`config.mk`:
```
export PLATFORM = sky130hd
export DESIGN_NAME = multicycle_control_flat
export DESIGN_NICKNAME = d
export VERILOG_FILES = /design/src/rtl/multicycle_control_if.sv /design/src/rtl/multicycle_control.sv /design/src/flat_wrapper.sv
export SDC_FILE = /design/constraint.sdc
export NUM_CORES = 1
export LEC_CHECK = 0
export ABC_AREA = 1
export CAP_MARGIN = 20
export CORE_MARGIN = 2
export CORE_UTILIZATION = 40
export CTS_BUF_LIST = sky130_fd_sc_hd__clkbuf_4
export CTS_CLUSTER_SIZE = 24
export DETAILED_ROUTE_END_ITERATION = 12
export GPL_ROUTABILITY_DRIVEN = 0
export PLACE_DENSITY = 0.67
export SYNTH_ARGS = -nofsm -noshare
export SYNTH_HDL_FRONTEND = slang
export SYNTH_SLANG_ARGS = --single-unit
```
`constraint.sdc`:
```
create_clock -name clk -period 2 [get_ports clk]
set_clock_uncertainty 0.15 [all_clocks]
set_input_delay 0.4 -clock clk [delete_from_list [all_inputs] [get_ports clk]]
set_output_delay 0.4 -clock clk [all_outputs]
set_load 0.03 [all_outputs]
```
`src/rtl/multicycle_control_if.sv`:
```
// Control bundle between the multi-cycle control FSM and the MIPS datapath.
// The controller is the master: it reads the opcode and memory handshake and
// drives every datapath select, strobe and status line.
interface multicycle_control_if #(
  parameter int CNT_W = 32
);
  logic [5:0]       OpCode;
  logic             MemReady;
  logic             Halt;
  logic             PCWrite;
  logic             PCWriteCond;
  logic             IorD;
  logic             MemRead;
  logic             MemWrite;
  logic             IRWrite;
  logic             MemtoReg;
  logic             RegDst;
  logic             RegWrite;
  logic             ALUSrcA;
  logic [1:0]       ALUSrcB;
  logic [1:0]       ALUOp;
  logic [1:0]       PCSource;
  logic             Halted;
  logic             Trap;
  logic [3:0]       State;
  logic [CNT_W-1:0] InstrRetired;

  modport master (
    input  OpCode, MemReady, Halt,
    output PCWrite, PCWriteCond, IorD, MemRead, MemWrite, IRWrite,
           MemtoReg, RegDst, RegWrite, ALUSrcA, ALUSrcB, ALUOp, PCSource,
           Halted, Trap, State, InstrRetired
  );

  modport slave (
    output OpCode, MemReady, Halt,
    input  PCWrite, PCWriteCond, IorD, MemRead, MemWrite, IRWrite,
           MemtoReg, RegDst, RegWrite, ALUSrcA, ALUSrcB, ALUOp, PCSource,
           Halted, Trap, State, InstrRetired
  );
endinterface

```
`src/rtl/multicycle_control.sv`:
```
// Multi-cycle MIPS main control. A Moore FSM emits one control word per
// state; only IRWrite/PCWrite in FETCH follow MemReady combinationally so the
// IR and PC load exactly in the cycle the instruction word arrives.
// Illegal opcodes either park in TRAP or fall through as a NOP, a Halt
// request is honoured only at instruction boundaries, and completed
// instructions are counted.
module multicycle_control #(
  parameter int CNT_W           = 32,
  parameter bit TRAP_ON_ILLEGAL = 1'b1
) (
  input  logic                  clk,
  input  logic                  reset,
  multicycle_control_if.master  bus
);

  typedef enum logic [3:0] {
    S_FETCH   = 4'd0,
    S_DECODE  = 4'd1,
    S_MEMADR  = 4'd2,
    S_MEMRD   = 4'd3,
    S_MEMWB   = 4'd4,
    S_MEMWR   = 4'd5,
    S_EXEC    = 4'd6,
    S_RWB     = 4'd7,
    S_BRANCH  = 4'd8,
    S_JUMP    = 4'd9,
    S_ADDI_EX = 4'd10,
    S_ADDI_WB = 4'd11,
    S_HALT    = 4'd12,
    S_TRAP    = 4'd13
  } state_t;

  localparam logic [5:0] OP_RTYPE = 6'b000000;
  localparam logic [5:0] OP_LW    = 6'b100011;
  localparam logic [5:0] OP_SW    = 6'b101011;
  localparam logic [5:0] OP_BEQ   = 6'b000100;
  localparam logic [5:0] OP_J     = 6'b000010;
  localparam logic [5:0] OP_ADDI  = 6'b001000;

  state_t           state;
  state_t           state_next;
  logic             end_instr;
  logic             retire;
  logic [CNT_W-1:0] retired_cnt;

  // Retired-instruction count wraps naturally at 2^CNT_W.
  function automatic logic [CNT_W-1:0] wrap_inc(input logic [CNT_W-1:0] v);
    return v + CNT_W'(1);
  endfunction

  // State register; reset wins over every input, including TRAP and waits.
  always_ff @(posedge clk) begin
    if (reset) state <= S_FETCH;
    else       state <= state_next;
  end

  // Retired-instruction counter, bumped on the last cycle of each real instruction.
  always_ff @(posedge clk) begin
    if (reset)       retired_cnt <= '0;
    else if (retire) retired_cnt <= wrap_inc(retired_cnt);
  end

  // Next-state decode; every path back to FETCH goes through the Halt check.
  always_comb begin
    state_next = state;
    end_instr  = 1'b0;
    retire     = 1'b0;
    case (state)
      S_FETCH:   if (bus.MemReady) state_next = S_DECODE;
      S_DECODE: begin
        case (bus.OpCode)
          OP_LW, OP_SW: state_next = S_MEMADR;
          OP_RTYPE:     state_next = S_EXEC;
          OP_BEQ:       state_next = S_BRANCH;
          OP_J:         state_next = S_JUMP;
          OP_ADDI:      state_next = S_ADDI_EX;
          default: begin
            // An illegal NOP ends the instruction but is not counted.
            if (TRAP_ON_ILLEGAL) state_next = S_TRAP;
            else                 end_instr  = 1'b1;
          end
        endcase
      end
      S_MEMADR:  state_next = (bus.OpCode == OP_SW) ? S_MEMWR : S_MEMRD;
      S_MEMRD:   if (bus.MemReady) state_next = S_MEMWB;
      S_MEMWB: begin
        end_instr = 1'b1;
        retire    = 1'b1;
      end
      S_MEMWR: begin
        if (bus.MemReady) begin
          end_instr = 1'b1;
          retire    = 1'b1;
        end
      end
      S_EXEC:    state_next = S_RWB;
      S_RWB, S_BRANCH, S_JUMP, S_ADDI_WB: begin
        end_instr = 1'b1;
        retire    = 1'b1;
      end
      S_ADDI_EX: state_next = S_ADDI_WB;
      S_HALT:    if (!bus.Halt) state_next = S_FETCH;
      S_TRAP:    state_next = S_TRAP;
      default:   state_next = S_FETCH;
    endcase
    if (end_instr) state_next = bus.Halt ? S_HALT : S_FETCH;
  end

  // Per-state control word; everything not named in a state stays 0.
  always_comb begin
    bus.PCWrite     = 1'b0;
    bus.PCWriteCond = 1'b0;
    bus.IorD        = 1'b0;
    bus.MemRead     = 1'b0;
    bus.MemWrite    = 1'b0;
    bus.IRWrite     = 1'b0;
    bus.MemtoReg    = 1'b0;
    bus.RegDst      = 1'b0;
    bus.RegWrite    = 1'b0;
    bus.ALUSrcA     = 1'b0;
    bus.ALUSrcB     = 2'b00;
    bus.ALUOp       = 2'b00;
    bus.PCSource    = 2'b00;
    bus.Halted      = 1'b0;
    bus.Trap        = 1'b0;
    case (state)
      S_FETCH: begin
        bus.MemRead = 1'b1;
        bus.ALUSrcB = 2'b01;
        bus.IRWrite = bus.MemReady;
        bus.PCWrite = bus.MemReady;
      end
      S_DECODE:  bus.ALUSrcB = 2'b11;
      S_MEMADR: begin
        bus.ALUSrcA = 1'b1;
        bus.ALUSrcB = 2'b10;
      end
      S_MEMRD: begin
        bus.MemRead = 1'b1;
        bus.IorD    = 1'b1;
      end
      S_MEMWB: begin
        bus.RegWrite = 1'b1;
        bus.MemtoReg = 1'b1;
      end
      S_MEMWR: begin
        bus.MemWrite = 1'b1;
        bus.IorD     = 1'b1;
      end
      S_EXEC: begin
        bus.ALUSrcA = 1'b1;
        bus.ALUOp   = 2'b10;
      end
      S_RWB: begin
        bus.RegWrite = 1'b1;
        bus.RegDst   = 1'b1;
      end
      S_BRANCH: begin
        bus.ALUSrcA     = 1'b1;
        bus.ALUOp       = 2'b01;
        bus.PCWriteCond = 1'b1;
        bus.PCSource    = 2'b01;
      end
      S_JUMP: begin
        bus.PCWrite  = 1'b1;
        bus.PCSource = 2'b10;
      end
      S_ADDI_EX: begin
        bus.ALUSrcA = 1'b1;
        bus.ALUSrcB = 2'b10;
      end
      S_ADDI_WB: bus.RegWrite = 1'b1;
      S_HALT:    bus.Halted   = 1'b1;
      S_TRAP:    bus.Trap     = 1'b1;
      default: ;
    endcase
  end

  assign bus.State        = state;
  assign bus.InstrRetired = retired_cnt;

endmodule

```
`src/flat_wrapper.sv`:
```
// flat-port wrapper written by rule: the top's interface ports become plain ports
module multicycle_control_flat 
#(
  parameter int CNT_W           = 32,
  parameter bit TRAP_ON_ILLEGAL = 1'b1
)
  (clk, reset, bus_OpCode, bus_MemReady, bus_Halt, bus_PCWrite, bus_PCWriteCond, bus_IorD, bus_MemRead, bus_MemWrite, bus_IRWrite, bus_MemtoReg, bus_RegDst, bus_RegWrite, bus_ALUSrcA, bus_ALUSrcB, bus_ALUOp, bus_PCSource, bus_Halted, bus_Trap, bus_State, bus_InstrRetired);
  multicycle_control_if #(.CNT_W(CNT_W)) bus_i ();
  input  logic clk;
  input  logic reset;
  input wire logic [$bits(bus_i.OpCode)-1:0] bus_OpCode;
  input wire logic [$bits(bus_i.MemReady)-1:0] bus_MemReady;
  input wire logic [$bits(bus_i.Halt)-1:0] bus_Halt;
  output wire logic [$bits(bus_i.PCWrite)-1:0] bus_PCWrite;
  output wire logic [$bits(bus_i.PCWriteCond)-1:0] bus_PCWriteCond;
  output wire logic [$bits(bus_i.IorD)-1:0] bus_IorD;
  output wire logic [$bits(bus_i.MemRead)-1:0] bus_MemRead;
  output wire logic [$bits(bus_i.MemWrite)-1:0] bus_MemWrite;
  output wire logic [$bits(bus_i.IRWrite)-1:0] bus_IRWrite;
  output wire logic [$bits(bus_i.MemtoReg)-1:0] bus_MemtoReg;
  output wire logic [$bits(bus_i.RegDst)-1:0] bus_RegDst;
  output wire logic [$bits(bus_i.RegWrite)-1:0] bus_RegWrite;
  output wire logic [$bits(bus_i.ALUSrcA)-1:0] bus_ALUSrcA;
  output wire logic [$bits(bus_i.ALUSrcB)-1:0] bus_ALUSrcB;
  output wire logic [$bits(bus_i.ALUOp)-1:0] bus_ALUOp;
  output wire logic [$bits(bus_i.PCSource)-1:0] bus_PCSource;
  output wire logic [$bits(bus_i.Halted)-1:0] bus_Halted;
  output wire logic [$bits(bus_i.Trap)-1:0] bus_Trap;
  output wire logic [$bits(bus_i.State)-1:0] bus_State;
  output wire logic [$bits(bus_i.InstrRetired)-1:0] bus_InstrRetired;
  assign bus_i.OpCode = bus_OpCode;
  assign bus_i.MemReady = bus_MemReady;
  assign bus_i.Halt = bus_Halt;
  assign bus_PCWrite = bus_i.PCWrite;
  assign bus_PCWriteCond = bus_i.PCWriteCond;
  assign bus_IorD = bus_i.IorD;
  assign bus_MemRead = bus_i.MemRead;
  assign bus_MemWrite = bus_i.MemWrite;
  assign bus_IRWrite = bus_i.IRWrite;
  assign bus_MemtoReg = bus_i.MemtoReg;
  assign bus_RegDst = bus_i.RegDst;
  assign bus_RegWrite = bus_i.RegWrite;
  assign bus_ALUSrcA = bus_i.ALUSrcA;
  assign bus_ALUSrcB = bus_i.ALUSrcB;
  assign bus_ALUOp = bus_i.ALUOp;
  assign bus_PCSource = bus_i.PCSource;
  assign bus_Halted = bus_i.Halted;
  assign bus_Trap = bus_i.Trap;
  assign bus_State = bus_i.State;
  assign bus_InstrRetired = bus_i.InstrRetired;
  multicycle_control #(.CNT_W(CNT_W), .TRAP_ON_ILLEGAL(TRAP_ON_ILLEGAL)) u_core (.clk(clk), .reset(reset), .bus(bus_i));
endmodule
```
==> out/results.tsv <==
stage	metric	value	unit
outcome	status	complete, no violations	
synth	ys_warn_count	0	
cts	post_cts_buffers	0	
die	die_h	85.6	um
synth	ys_seq_area_share	27.0	%
detailed_routing	vias_per_cell	4.97	
cts	clk_pin_slew	120	ps
cells_and_area	nets	542	
detailed_routing	drt_first_pass_iters	4	
synth	ys_types	32	
grt	antenna_found_initial	0	
setup_path	r2r-end	u_core.bus.InstrRetired[29]	
cells_and_area	final_cell_mix	172 x nand2_1, 73 x nor2_1, 35 x inv_1	
setup_path	r2r_cells	10	
setup_path	max_stage_delay	370	ps
power	p_total	2.89	mW
die	rows	29	
setup_path	cp.arrival	1450	ps
setup_path	critPathSlowestCell	dfxtp_2	
sta	final.period_utilization	99.8	%
sta	finalHoldViolations	0	
grt	grt_pass1_vias	2772	
synth	synthesis.nets	464	
setup_path	start_kind	flop	
synth	yosys.area.top_type	dfxtp_1	
setup_path	criticalPathCategory	flop to primary output	
setup_path	r2r-start	u_core.bus.State[3]	
synth	syn_avg_cell_area	5.88	sq um
power	power_density	813	mW/mm^2
setup_path	crit_fanout	4	
power	p_leak	1.62	nW
cts	cts-hold-fix-buffers	0	
cells_and_area	layout_commonest_cell	nand2_1	
setup_path	ff2ff_setup_slack	160	ps
sta	drv_slew	0	
setup_path	startpoint	u_core.bus.State[1]	
detailed_routing	initialDrtViolationCount	172	
grt	grt_max_degree	26	
placed_design	port_buffers	63	
synth	synth_edf_count	0	
sta	relSlewSlack	74.2	%
sta	tightest_slew	387	ps
min_path	hold_end	u_core.bus.InstrRetired[4]	
power	ir_drop	0.502	mV
cts	cts_tree	yes	
cts	cts_buffers	5	
cells_and_area	drive_gt1_share	18.5	%
detailed_routing	final_antenna_net_count	0	
die	core-area	0.00639	sq mm
cts	ctsHtreeMaxLevel	2	
synth	ys_ff_latch	36	
die	die_w	85.6	um
min_path	worstHoldPathType	flop to flop	
sta	rsz0062_at_grt	true	
synth	syn_inst	453	
cts	cts_sinks	36	
detailed_routing	drt_wl_total	7820	um
setup_path	end_kind	primary output	
sta	clock.fmax	0.501	GHz
die	floorplan.initialDensity	41.7	%
min_path	worstHoldPathCells	2	
die	die-area	0.00733	sq mm
synth	syn_area	0.00267	sq mm
synth	netlist.area_leader.share	27.0	%
placed_design	hpwl	6040	um
cells_and_area	diodes	0	
min_path	min_from	u_core.bus.InstrRetired[4]	
run	maxCapViolCount	0	
cts	clock-root-buffer	clkbuf_4	
sta	setup_viol	0	
sta	post-route-min-period	2000	ps
detailed_routing	wire_per_inst	12.9	um
setup_path	crit_chain	buf_4, nand2_1, nor2_1, nor2_1, nand2_1, buf_6	
grt	grt_pass1_wl	12700	um
cts	insertion_delay	350	ps
setup_path	cp.required	1450	ps
detailed_routing	route.detailed.drc	0	
detailed_routing	num_vias	3023	
synth	ys_top_cells_by_area	dfxtp_1 27%, nand2_1 25%, nor2_1 11%	
grt	grt_usage	21.4	%
cells_and_area	synthToLayoutAreaGrowth	33.3	%
grt	grt_overflow	0	
synth	synthFlopType	dfxtp_1	
die	io_pins	64	
sta	setup-tns-final	0	ps
cells_and_area	fillers	672	
synth	async_reset_ff_share	0	%
cts	clock_path_buffers	2	
==> state kept, by name, indices dropped and copies added, names as in the netlist <==
signal / count
u_core.bus.State: 4
u_core.bus.InstrRetired: 32
==> routing by layer <==
layer / global-route usage, % / wire length, um / up-vias
met5: 0 / 0 / -
met1: 27.7 / 3450 / 1349
met3: 3.08 / 496 / 8
met4: 5.34 / 84 / 0
li1: - / - / 1571
met2: 37.2 / 3790 / 95
==> kinds of logic (layout without fill, tap and decap cells) <==
logic type / after synthesis / count (layout) / share of synthesized area [%]
compound gates: 43 / 43 / 10.2
xor+xnor: 7 / 7 / 2.30
fa+ha+maj: 1 / 1 / 0.469
buf+inv: 53 / 131 / 8.68
flops: 36 / 36 / 27.0
simple gates: 313 / 313 / 51.3
==> worst max-delay path: cells and delay by family (launching register included) <==
family	cells	cell delay [ps]
buffers and inverters	2	270
AND/OR/NAND/NOR	4	470
flip-flops	1	370
==> cells in the mapped netlist, types with 2 or more instances <==
library cell  count
nor2_1           79
nand4_1           6
buf_4             2
a21oi_1          21
a21oi_2          10
nand3_4           2
dfxtp_1          36
inv_1            36
nand2_2          17
nand2_1         174
o21ai_1           2
nor2_2            3
inv_2             6
nor2_4            2
buf_2             2
buf_6             3
nand3_1          15
nand3b_1         11
o21ai_0           5
xor2_1            6
clkbuf_1          4
==> worst max path at each step <==
stage | depth (start not counted) | to | slack [ps]
after floorplan | 2 | bus_ALUSrcA | -3
after detailed placement | 5 | bus_RegWrite | -20
final | 6 | bus_ALUSrcB[1] | 5
after global routing | 8 | bus_IorD | -30
after global placement | 5 | bus_RegWrite | 20
after CTS | 1 | bus_InstrRetired[31] | 5
==> area by class of cell <==
cell class                      instances  area, sq um  area share, %
Timing Repair Buffer                   82          759           21.4
Sequential cell                        36          731           20.6
Clock buffer                            6         45.0           1.27
Tap cell                               77         96.3           2.71
Clock inverter                          1         5.00          0.141
Multi-Input combinational cell        364         1760           49.5
Inverter                               42          158           4.44
==> metrics by stage <==
step	area (sq um)	instances	setup slack [ps]	utilization, %	hold WS (ps)
after CTS	3500	608	4.64	54.9	350
final	3550	608	4.64	55.6	343
after global routing	3550	608	-31.9	55.6	367
after detailed placement	3470	601	-21.3	54.3	336
after global placement	3470	601	24.1	54.3	329
after floorplan	2670	453	-2.55	-	436
==> power by group <==
part           switching [mW]  leakage (nW)  internal [mW]  total [mW]
registers              0.0591         0.293          0.764       0.823
clock network           0.254        0.0315          0.143       0.397
logic                    1.06          1.29          0.609        1.67
==> what timing repair did <==
| action | in CTS | in global routing |
|---|---|---|
| endpoints found under the setup margin | 43 | 12 |
| pin swaps | 0 | 0 |
| resized for setup | 64 | 22 |
No activity file was read; power rests on OpenSTA's default activity.
